File: src/rtl/reg_file_mem_arbiter_pkg.sv
// Shared types and helpers for the register-file arbiter: request/scoreboard records,
// address-width calculation and the round-robin pointer increment.
package reg_file_arb_pkg;

    // Records are sized for the widest supported configuration; users slice down to AW / REGISTER_WIDTH.
    localparam int AW_MAX     = 16;
    localparam int DATA_W_MAX = 64;

    function automatic int clog2_min1(input int n);
        return (n > 1) ? $clog2(n) : 1;
    endfunction

    function automatic int rr_next(input int idx, input int n);
        return (idx + 1 >= n) ? 0 : idx + 1;
    endfunction

    typedef struct packed {
        logic                  write;
        logic [AW_MAX-1:0]     addr;
        logic [DATA_W_MAX-1:0] wdata;
    } req_t;

    typedef struct packed {
        logic              valid;
        logic [AW_MAX-1:0] addr;
    } sb_entry_t;

endpackage

File: src/rtl/reg_file_mem_arbiter_if.sv
// Register-file memory port: one write port and one read port with one cycle of read latency.
interface ifc_reg_file_memory #(
    parameter int REGISTER_WIDTH = 32,
    parameter int AW             = 4
);
    logic [REGISTER_WIDTH-1:0] mem_write_data;
    logic [AW-1:0]             mem_write_addr;
    logic                      mem_write_en;
    logic [AW-1:0]             mem_read_addr;
    logic [REGISTER_WIDTH-1:0] mem_read_data;

    modport master (
        output mem_write_data, mem_write_addr, mem_write_en, mem_read_addr,
        input  mem_read_data
    );

    modport slave (
        input  mem_write_data, mem_write_addr, mem_write_en, mem_read_addr,
        output mem_read_data
    );
endinterface

File: src/rtl/reg_file_mem_arbiter_rr.sv
// Generic round-robin picker: searches upward from rr_ptr with wrap and grants the first eligible requester.
module rr_arbiter
    import reg_file_arb_pkg::*;
#(
    parameter int NUM_REQ = 2,
    localparam int IW     = clog2_min1(NUM_REQ)
)(
    input  logic [NUM_REQ-1:0] eligible,
    input  logic [IW-1:0]      rr_ptr,
    output logic [NUM_REQ-1:0] grant,
    output logic [IW-1:0]      grant_idx,
    output logic               grant_any
);
    logic [IW:0]   sum;
    logic [IW-1:0] idx;

    always_comb begin
        grant     = '0;
        grant_idx = '0;
        grant_any = 1'b0;
        sum       = '0;
        idx       = '0;
        for (int k = 0; k < NUM_REQ; k++) begin
            sum = {1'b0, rr_ptr} + (IW+1)'(k);
            if (sum >= (IW+1)'(NUM_REQ)) sum = sum - (IW+1)'(NUM_REQ);
            idx = sum[IW-1:0];
            if (!grant_any && eligible[idx]) begin
                grant[idx] = 1'b1;
                grant_idx  = idx;
                grant_any  = 1'b1;
            end
        end
    end
endmodule

File: src/rtl/reg_file_mem_arbiter.sv
// Shares one register file among NUM_REQ valid/ready requesters, one access per cycle, round-robin;
// a write scoreboard holds back reads to addresses whose writes are not yet visible.
module reg_file_mem_arbiter
    import reg_file_arb_pkg::*;
#(
    parameter int REGISTER_WIDTH = 32,
    parameter int NUM_REGISTERS  = 16,
    parameter int NUM_REQ        = 2,
    parameter int WRITE_LATENCY  = 1,
    localparam int AW            = clog2_min1(NUM_REGISTERS)
)(
    input  logic                              clk,
    input  logic                              rst,
    input  logic [NUM_REQ-1:0]                req_valid,
    output logic [NUM_REQ-1:0]                req_ready,
    input  logic [NUM_REQ-1:0]                req_write,
    input  logic [NUM_REQ*AW-1:0]             req_addr,
    input  logic [NUM_REQ*REGISTER_WIDTH-1:0] req_wdata,
    output logic [NUM_REQ-1:0]                resp_valid,
    output logic [REGISTER_WIDTH-1:0]         resp_data,
    ifc_reg_file_memory.master                mem
);
    localparam int IW   = clog2_min1(NUM_REQ);
    localparam int SB_N = WRITE_LATENCY - 1;

    logic [NUM_REQ-1:0] hazard, eligible, grant;
    logic [IW-1:0]      grant_idx, rr_ptr;
    logic               grant_any, wr_issue, rd_issue;
    req_t               sel;
    logic [AW-1:0]      rd_addr_p1;
    logic [NUM_REQ-1:0] resp_vld_p1;
    logic               unused_sel;

    // Only reads are held back by the scoreboard, so a blocked reader never stalls anyone else.
    assign eligible = rst ? '0 : (req_valid & ~(~req_write & hazard));

    rr_arbiter #(.NUM_REQ(NUM_REQ)) u_rr (
        .eligible  (eligible),
        .rr_ptr    (rr_ptr),
        .grant     (grant),
        .grant_idx (grant_idx),
        .grant_any (grant_any)
    );

    assign req_ready = grant;

    always_comb begin
        sel = '0;
        for (int i = 0; i < NUM_REQ; i++) begin
            if (grant[i]) begin
                sel.write = req_write[i];
                sel.addr  = AW_MAX'(req_addr[i*AW +: AW]);
                sel.wdata = DATA_W_MAX'(req_wdata[i*REGISTER_WIDTH +: REGISTER_WIDTH]);
            end
        end
    end

    assign wr_issue   = grant_any & sel.write;
    assign rd_issue   = grant_any & ~sel.write;
    assign unused_sel = ^{sel.addr, sel.wdata};

    assign mem.mem_write_en   = wr_issue;
    assign mem.mem_write_addr = sel.addr[AW-1:0];
    assign mem.mem_write_data = sel.wdata[REGISTER_WIDTH-1:0];
    // Hold the last read address while idle so mem_read_data stays stable.
    assign mem.mem_read_addr  = rd_issue ? sel.addr[AW-1:0] : rd_addr_p1;

    // ---- stage p0 -> p1: pointer, held read address, pending response ----
    always_ff @(posedge clk) begin
        if (rst) begin
            rr_ptr      <= '0;
            rd_addr_p1  <= '0;
            resp_vld_p1 <= '0;
        end else begin
            if (grant_any) rr_ptr <= IW'(rr_next(int'(grant_idx), NUM_REQ));
            if (rd_issue) rd_addr_p1 <= sel.addr[AW-1:0];
            resp_vld_p1 <= rd_issue ? grant : '0;
        end
    end

    // Masking with rst drops a response whose read was granted just before reset.
    assign resp_valid = rst ? '0 : resp_vld_p1;
    assign resp_data  = mem.mem_read_data;

    if (WRITE_LATENCY > 1) begin : g_sb
        sb_entry_t sb_p [SB_N];

        // ---- scoreboard shift: an entry lives WRITE_LATENCY-1 cycles after its write ----
        always_ff @(posedge clk) begin
            if (rst) begin
                for (int j = 0; j < SB_N; j++) sb_p[j] <= '0;
            end else begin
                sb_p[0].valid <= wr_issue;
                sb_p[0].addr  <= sel.addr;
                for (int j = 1; j < SB_N; j++) sb_p[j] <= sb_p[j-1];
            end
        end

        always_comb begin
            hazard = '0;
            for (int i = 0; i < NUM_REQ; i++) begin
                for (int j = 0; j < SB_N; j++) begin
                    if (sb_p[j].valid && (sb_p[j].addr == AW_MAX'(req_addr[i*AW +: AW])))
                        hazard[i] = 1'b1;
                end
            end
        end
    end else begin : g_no_sb
        assign hazard = '0;
    end
endmodule

File: src/flat_wrapper.sv
// flat-port wrapper written by rule: the top's interface ports become plain ports
module reg_file_mem_arbiter_flat import reg_file_arb_pkg::*;
#(
    parameter int REGISTER_WIDTH = 32,
    parameter int NUM_REGISTERS  = 16,
    parameter int NUM_REQ        = 2,
    parameter int WRITE_LATENCY  = 1,
    localparam int AW            = clog2_min1(NUM_REGISTERS)
)
  (clk, rst, req_valid, req_ready, req_write, req_addr, req_wdata, resp_valid, resp_data, mem_mem_write_data, mem_mem_write_addr, mem_mem_write_en, mem_mem_read_addr, mem_mem_read_data);
  ifc_reg_file_memory #(.REGISTER_WIDTH(REGISTER_WIDTH), .AW(4)) mem_i ();
  input  logic clk;
  input  logic rst;
  input  logic [NUM_REQ-1:0] req_valid;
  output logic [NUM_REQ-1:0] req_ready;
  input  logic [NUM_REQ-1:0] req_write;
  input  logic [NUM_REQ*AW-1:0] req_addr;
  input  logic [NUM_REQ*REGISTER_WIDTH-1:0] req_wdata;
  output logic [NUM_REQ-1:0] resp_valid;
  output logic [REGISTER_WIDTH-1:0] resp_data;
  output wire logic [$bits(mem_i.mem_write_data)-1:0] mem_mem_write_data;
  output wire logic [$bits(mem_i.mem_write_addr)-1:0] mem_mem_write_addr;
  output wire logic [$bits(mem_i.mem_write_en)-1:0] mem_mem_write_en;
  output wire logic [$bits(mem_i.mem_read_addr)-1:0] mem_mem_read_addr;
  input wire logic [$bits(mem_i.mem_read_data)-1:0] mem_mem_read_data;
  assign mem_mem_write_data = mem_i.mem_write_data;
  assign mem_mem_write_addr = mem_i.mem_write_addr;
  assign mem_mem_write_en = mem_i.mem_write_en;
  assign mem_mem_read_addr = mem_i.mem_read_addr;
  assign mem_i.mem_read_data = mem_mem_read_data;
  reg_file_mem_arbiter #(.REGISTER_WIDTH(REGISTER_WIDTH), .NUM_REGISTERS(NUM_REGISTERS), .NUM_REQ(NUM_REQ), .WRITE_LATENCY(WRITE_LATENCY)) u_core (.clk(clk), .rst(rst), .req_valid(req_valid), .req_ready(req_ready), .req_write(req_write), .req_addr(req_addr), .req_wdata(req_wdata), .resp_valid(resp_valid), .resp_data(resp_data), .mem(mem_i));
endmodule
File: config.mk
export PLATFORM = sky130hd
export DESIGN_NAME = reg_file_mem_arbiter_flat
export DESIGN_NICKNAME = d
export VERILOG_FILES = /design/src/rtl/reg_file_mem_arbiter_pkg.sv /design/src/rtl/reg_file_mem_arbiter_if.sv /design/src/rtl/reg_file_mem_arbiter_rr.sv /design/src/rtl/reg_file_mem_arbiter.sv /design/src/flat_wrapper.sv
export SDC_FILE = /design/constraint.sdc
export NUM_CORES = 1
export LEC_CHECK = 0
export BUFFER_PORTS_ARGS = -buffer_cell sky130_fd_sc_hd__buf_2
export CAP_MARGIN = 20
export CORE_AREA = 2 2 72 74
export CTS_CLUSTER_SIZE = 25
export DETAILED_ROUTE_END_ITERATION = 7
export DIE_AREA = 0 0 74 76
export MAX_ROUTING_LAYER = met4
export PLACE_DENSITY = 0.67
export SYNTH_ARGS = -nofsm -noshare
export SYNTH_HDL_FRONTEND = slang
export SYNTH_SLANG_ARGS = --single-unit
export TNS_END_PERCENT = 100
File: constraint.sdc
create_clock -name clk -period 2.5 [get_ports clk]
set_input_delay 0.5 -clock clk [delete_from_list [all_inputs] [get_ports clk]]
set_output_delay 0.5 -clock clk [all_outputs]
set_load 0.02 [all_outputs]
== Word-level counts from Yosys, hierarchy flattened ==
Cells that the tools add are included.

* Logic and storage cells: 46
* Output and inout port bits: 77
* Bits in registers: 7

* Reduce and logical (&&, ||, !) cells: 5
* Muxes and demuxes: 22
* $add $sub $neg: 4
* Magnitude comparators: 7
* Bitwise operators: 5

{| class="wikitable"
|+ Operator list
! operator !! number
|-
| 81-bit 2-to-1 mux || 2
|-
| 1-bit 2-to-1 mux || 13
|-
| 2-bit 2-to-1 mux || 4
|-
| 1-bit by 1-bit adder with 2-bit output, second input constant || 2
|-
| 2-bit greater-or-equal comparator, second input constant || 2
|-
| 1-bit by 2-bit < comparator with 1-bit output, second input constant || 2
|-
| 4-bit 2-to-1 mux || 1
|-
| 1-bit logical AND || 3
|-
| 1-bit AND || 2
|-
| 1-bit demux with 1-bit select || 2
|-
| 1-bit greater-or-equal comparator, second input constant || 2
|-
| 1-bit by 2-bit greater-or-equal comparator with 1-bit output, second input constant || 1
|-
| 1-bit inverter || 2
|-
| 2-bit OR || 1
|-
| 2-bit OR reduction || 1
|-
| 1-bit subtractor, second input constant || 2
|-
| 1-bit logical NOT || 1
|}

== Logic depth before layout (Yosys ltp) ==
* Word-level depth: 15
* Depth in mapped cells: 5
* Gate-level depth less buffers: 4

== Cells and area by module ==
Synthesis repeated with hierarchy kept, for this count alone.

* Cell total of the unflattened synthesis: 119
* Area, all modules: 972.2 µm²

{| class="wikitable"
|+ By module, submodules not included
! module !! cells an instance !! area each (µm²) !! times used
|-
| reg_file_mem_arbiter || 114 || 939.7 || 1
|-
| rr_arbiter || 5 || 32.5 || 1
|}

== Worst setup path after synthesis ==
Ideal clock, no wire load.

* Kind: in2out
* Start: input port rst
* End: output port mem_mem_read_addr[1]
* Setup slack: 580 ps
* Cell stages on the path: 4
* Data arrival time: 1420 ps
* Buffers on the path: 2
* Cell sequence: clkbuf_1 clkbuf_1 a211oi_1 a21o_1

* Word-level cells in the longest chain between the ends: 12
* Elaborated cells between the ends (all ways): 17
* Classes of those cells: 12 x mux; 3 x bitwise; 2 x reduce/logical

{| class="wikitable"
|+ RTL lines
! what !! line !! source
|-
| start, declared || flat_wrapper.sv:13 || <nowiki>input logic rst;</nowiki>
|-
| 2-bit 2-to-1 mux (*) || reg_file_mem_arbiter.sv:35 || <nowiki>assign eligible = rst ? '0 : (req_valid & ~(~req_write & hazard));</nowiki>
|-
| 1-bit 2-to-1 mux (implied by the code) (2 in series) || reg_file_mem_arbiter_rr.sv:27 || <nowiki>if (!grant_any && eligible[idx]) begin</nowiki>
|-
| 1-bit 2-to-1 mux || reg_file_mem_arbiter_rr.sv:27 ||
|-
| 1-bit logical NOT || reg_file_mem_arbiter_rr.sv:27 ||
|-
| 1-bit logical AND || reg_file_mem_arbiter_rr.sv:27 ||
|-
| 2-bit 2-to-1 mux || reg_file_mem_arbiter_rr.sv:27 ||
|-
| 81-bit 2-to-1 mux (2 in series) || reg_file_mem_arbiter.sv:50 || <nowiki>if (grant[i]) begin</nowiki>
|-
| 1-bit inverter || reg_file_mem_arbiter.sv:59 || <nowiki>assign rd_issue = grant_any & ~sel.write;</nowiki>
|-
| 1-bit AND || reg_file_mem_arbiter.sv:59 ||
|-
| 4-bit 2-to-1 mux (*) || reg_file_mem_arbiter.sv:66 || <nowiki>assign mem.mem_read_addr = rd_issue ? sel.addr[AW-1:0] : rd_addr_p1;</nowiki>
|-
| end, declared || flat_wrapper.sv:24 || <nowiki>output wire logic [$bits(mem_i.mem_read_addr)-1:0] mem_mem_read_addr;</nowiki>
|}

Every way passes the cells marked *; elsewhere a longest branch is shown, timed or not. The select of a mux whose other input is x is not followed.

== Worst setup path in the final report ==
* Start: input port req_valid[1]
* End: output port mem_mem_read_addr[3]

* Word-level cells in the longest chain between the ends: 12
* Elaborated cells between the ends (all ways): 17
* Classes of those cells: 12 x mux; 3 x bitwise; 2 x reduce/logical

{| class="wikitable"
|+ RTL lines
! what !! line !! source
|-
| start, declared || flat_wrapper.sv:14 || <nowiki>input logic [NUM_REQ-1:0] req_valid;</nowiki>
|-
| 2-bit 2-to-1 mux (*) || reg_file_mem_arbiter.sv:35 ||
|-
| 1-bit 2-to-1 mux (implied by the code) (2 in series) || reg_file_mem_arbiter_rr.sv:27 ||
|-
| 1-bit 2-to-1 mux || reg_file_mem_arbiter_rr.sv:27 ||
|-
| 1-bit logical NOT || reg_file_mem_arbiter_rr.sv:27 ||
|-
| 1-bit logical AND || reg_file_mem_arbiter_rr.sv:27 ||
|-
| 2-bit 2-to-1 mux || reg_file_mem_arbiter_rr.sv:27 ||
|-
| 81-bit 2-to-1 mux (2 in series) || reg_file_mem_arbiter.sv:50 ||
|-
| 1-bit inverter || reg_file_mem_arbiter.sv:59 ||
|-
| 1-bit AND || reg_file_mem_arbiter.sv:59 ||
|-
| 4-bit 2-to-1 mux (*) || reg_file_mem_arbiter.sv:66 ||
|}

Marked as above.

==> flow_metrics.py <==
metrics = {
    "run_status": {
        "status": "complete, no violations",
    },
    "synthesis": {
        "synth_nets": 231,
        "synth_top_flop_cell": "dfxtp_1",
        "syn-cell-area_um2": 1020,
        "synth.cells.most_frequent": "33 x a22o_1, 32 x buf_4, 8 x a21o_1, 7 x dfxtp_1, 5 x a21oi_1",
        "synth_top_area_cell": "a22o_1",
        "yosysSeqAreaShare_pct": 13.7,
        "synthDistinctLibCells": 24,
        "syn_area_per_cell_um2": 8.46,
        "synth_area_leaders": "a22o_1 28%, buf_4 23%, dfxtp_1 14%, a21o_1 5.9%, buf_6 4.4%",
        "ys_warn_count": 0,
        "synth.most_common_cell": "a22o_1",
        "synthArstFlopShare_pct": 0,
        "synth-edff-count": 0,
        "postSynthCellCount": 121,
        "synth_seq_cells": 7,
        "yosysTopAreaCellShare_pct": 28.2,
    },
    "clock_tree": {
        "cts_root_buffer": "clkbuf_8",
        "tritoncts": "built",
        "post-cts-setup-buffers": 0,
        "clockBufferDepth": 2,
        "tritoncts.num_buffers": 3,
        "worstSkewPairLatency_ps": 230,
        "cts-htree-levels": 1,
        "cts_sinks": 7,
        "clkTransAtPathRegs_ps": 40,
        "cts-resized-gates": 0,
        "holdBufCountCts": 0,
    },
    "timing": {
        "finalSetupTns_ps": 0,
        "slew_headroom_pct": 77.0,
        "skew_ps": 4.88,
        "report.final.slew_viol_count": 0,
        "max_freq_mhz": 460,
        "setup_violations": 0,
        "rsz0062_at_grt": "no",
        "hold_viol": 0,
        "finalCritPeriodShare_pct": 86.9,
        "post-route-min-period_ps": 2170,
        "tightest_slew_ps": 345,
    },
    "detailed_routing": {
        "dr.pass1.iters": 4,
        "wl_per_cell_um": 12.4,
        "routed_via_density": 4.44,
        "detail-route-antenna-nets": 0,
        "route.detailed.drc": 0,
        "routed_wl_um": 3490,
        "vias": 1247,
        "drt-initial-drc-count": 50,
    },
    "die": {
        "pin_count": 187,
        "die_w_um": 74,
        "start_util_pct": 20.8,
        "die_area_um2": 5620,
        "die_height_um": 76,
        "rows": 26,
        "core-area_um2": 4910,
    },
    "setup_path": {
        "slowest_delay_ps": 290,
        "worstPathArrival_ps": 1670,
        "crit_path_frequent_cell": "buf_2",
        "cpLargestDelayFamily": "compound AO/OA/AOI/OAI gates",
        "start_kind": "primary input",
        "worstPathMaxFanout": 8,
        "cp-end-kind": "output port",
        "path_cells": "buf_2 > a21boi_4 > a32oi_2 > or2_4 > a21o_1 > buf_2",
        "cp.required_ps": 2000,
        "criticalPathCategory": "in2out",
        "crit_slowest_cell": "or2_4",
        "crit_buf_inv": 2,
    },
    "grt": {
        "grt_pass1_vias": 1164,
        "use_met2_pct": 20.8,
        "grtUsageMet3_pct": 3.44,
        "grt_pass1_wl_um": 5320,
        "track_usage_pct": 12.0,
        "grt_overflow": 0,
        "grt_max_degree": 21,
        "grt-busiest-layer": "met2",
        "antenna_found_initial": 1,
        "gr-usage-met1_pct": 13.6,
    },
    "flow_run": {
        "cap_violations": 0,
    },
    "placement": {
        "routabilityCongestion": 0.808,
        "port_buffers": 122,
        "dpl.hpwl_um": 2930,
    },
    "final_layout": {
        "n_fill_cell": 531,
        "final_util_pct": 30.4,
        "area_delta_synth_final_pct": 45.7,
        "seq_area_um2": 140,
        "nNetsFinal": 321,
        "drive_above_1_share_pct": 65.2,
        "multi_input_area_um2": 568,
    },
    "min_path": {
        "hold_path.class": "reg2reg",
    },
    "pwr": {
        "irDropWorstVdd_v": 0.000159,
        "powerDensity_nw_per_um2": 373,
        "p_leak_nw": 0.919,
    },
}
==> logic make-up (layout without fill, tap and decap cells) <==
kind of cell    after synthesis  after routing  synth area share (%)
compound gates               52             52                  42.9
buf+inv                      43            132                  30.8
flops                         7              7                  13.7
other cells                   0              1                     0
simple gates                 19             19                  12.6
==> path summary, 6_finish.rpt <==
path                            cells past startpoint  slack [ps]            startpoint                   end
worst max-delay path                                6         330          req_valid[1]  mem_mem_read_addr[3]
worst min-delay path                                1         450  u_core.rd_addr_p1[1]  u_core.rd_addr_p1[1]
worst max register to register                      4        1210                  flop  u_core.rd_addr_p1[3]
worst min register to register                      1         450  u_core.rd_addr_p1[1]  u_core.rd_addr_p1[1]
==> final cells by class <==
class | count | area share [%]
diodes | 1 | 0.168
clock buffers | 4 | 3.02
inverters | 2 | 0.503
multi-input cells | 71 | 38.1
flip-flops and latches | 7 | 9.40
well taps | 70 | 5.87
repair buffers | 126 | 43.0
==> per-stage QoR <==
stage	area, µm²	setup slack [ps]	hold WS (ps)	cells	total power, mW
CTS	1490	334	450	280	0.565
finish	1490	327	451	281	0.557
floorplan	1020	580	427	121	0.360
global route	1490	236	471	281	0.600
global placement	1440	365	440	276	0.397
detailed placement	1440	339	440	276	0.399
==> cells in the final DEF (no fill, tap or decap), types with 2 or more instances in the layout <==
cell type	Yosys	routed
dfxtp_1	7	7
buf_2	3	122
a21oi_1	5	5
a22o_1	33	33
nand2_1	4	4
clkbuf_8	0	3
buf_4	32	4
a21o_1	8	8
inv_1	2	2
nand3_1	4	4
nor2b_1	2	2
a211oi_1	4	4
==> per-layer routing <==
| metal | part of all wire, % | wire length, µm |
|---|---|---|
| met1 | 40 | 1400 |
| met2 | 48 | 1690 |
| met3 | 10 | 349 |
| met4 | 1.4 | 48 |
| met5 | 0 | 0 |
==> power by group <==
| part | switching [mW] | internal [mW] | total, mW | leakage, nW |
|---|---|---|---|---|
| logic | 0.149 | 0.125 | 0.274 | 0.839 |
| registers | 0.00356 | 0.119 | 0.122 | 0.0573 |
| clock network | 0.0500 | 0.110 | 0.160 | 0.0228 |
Power figures use the tool's default switching activity.
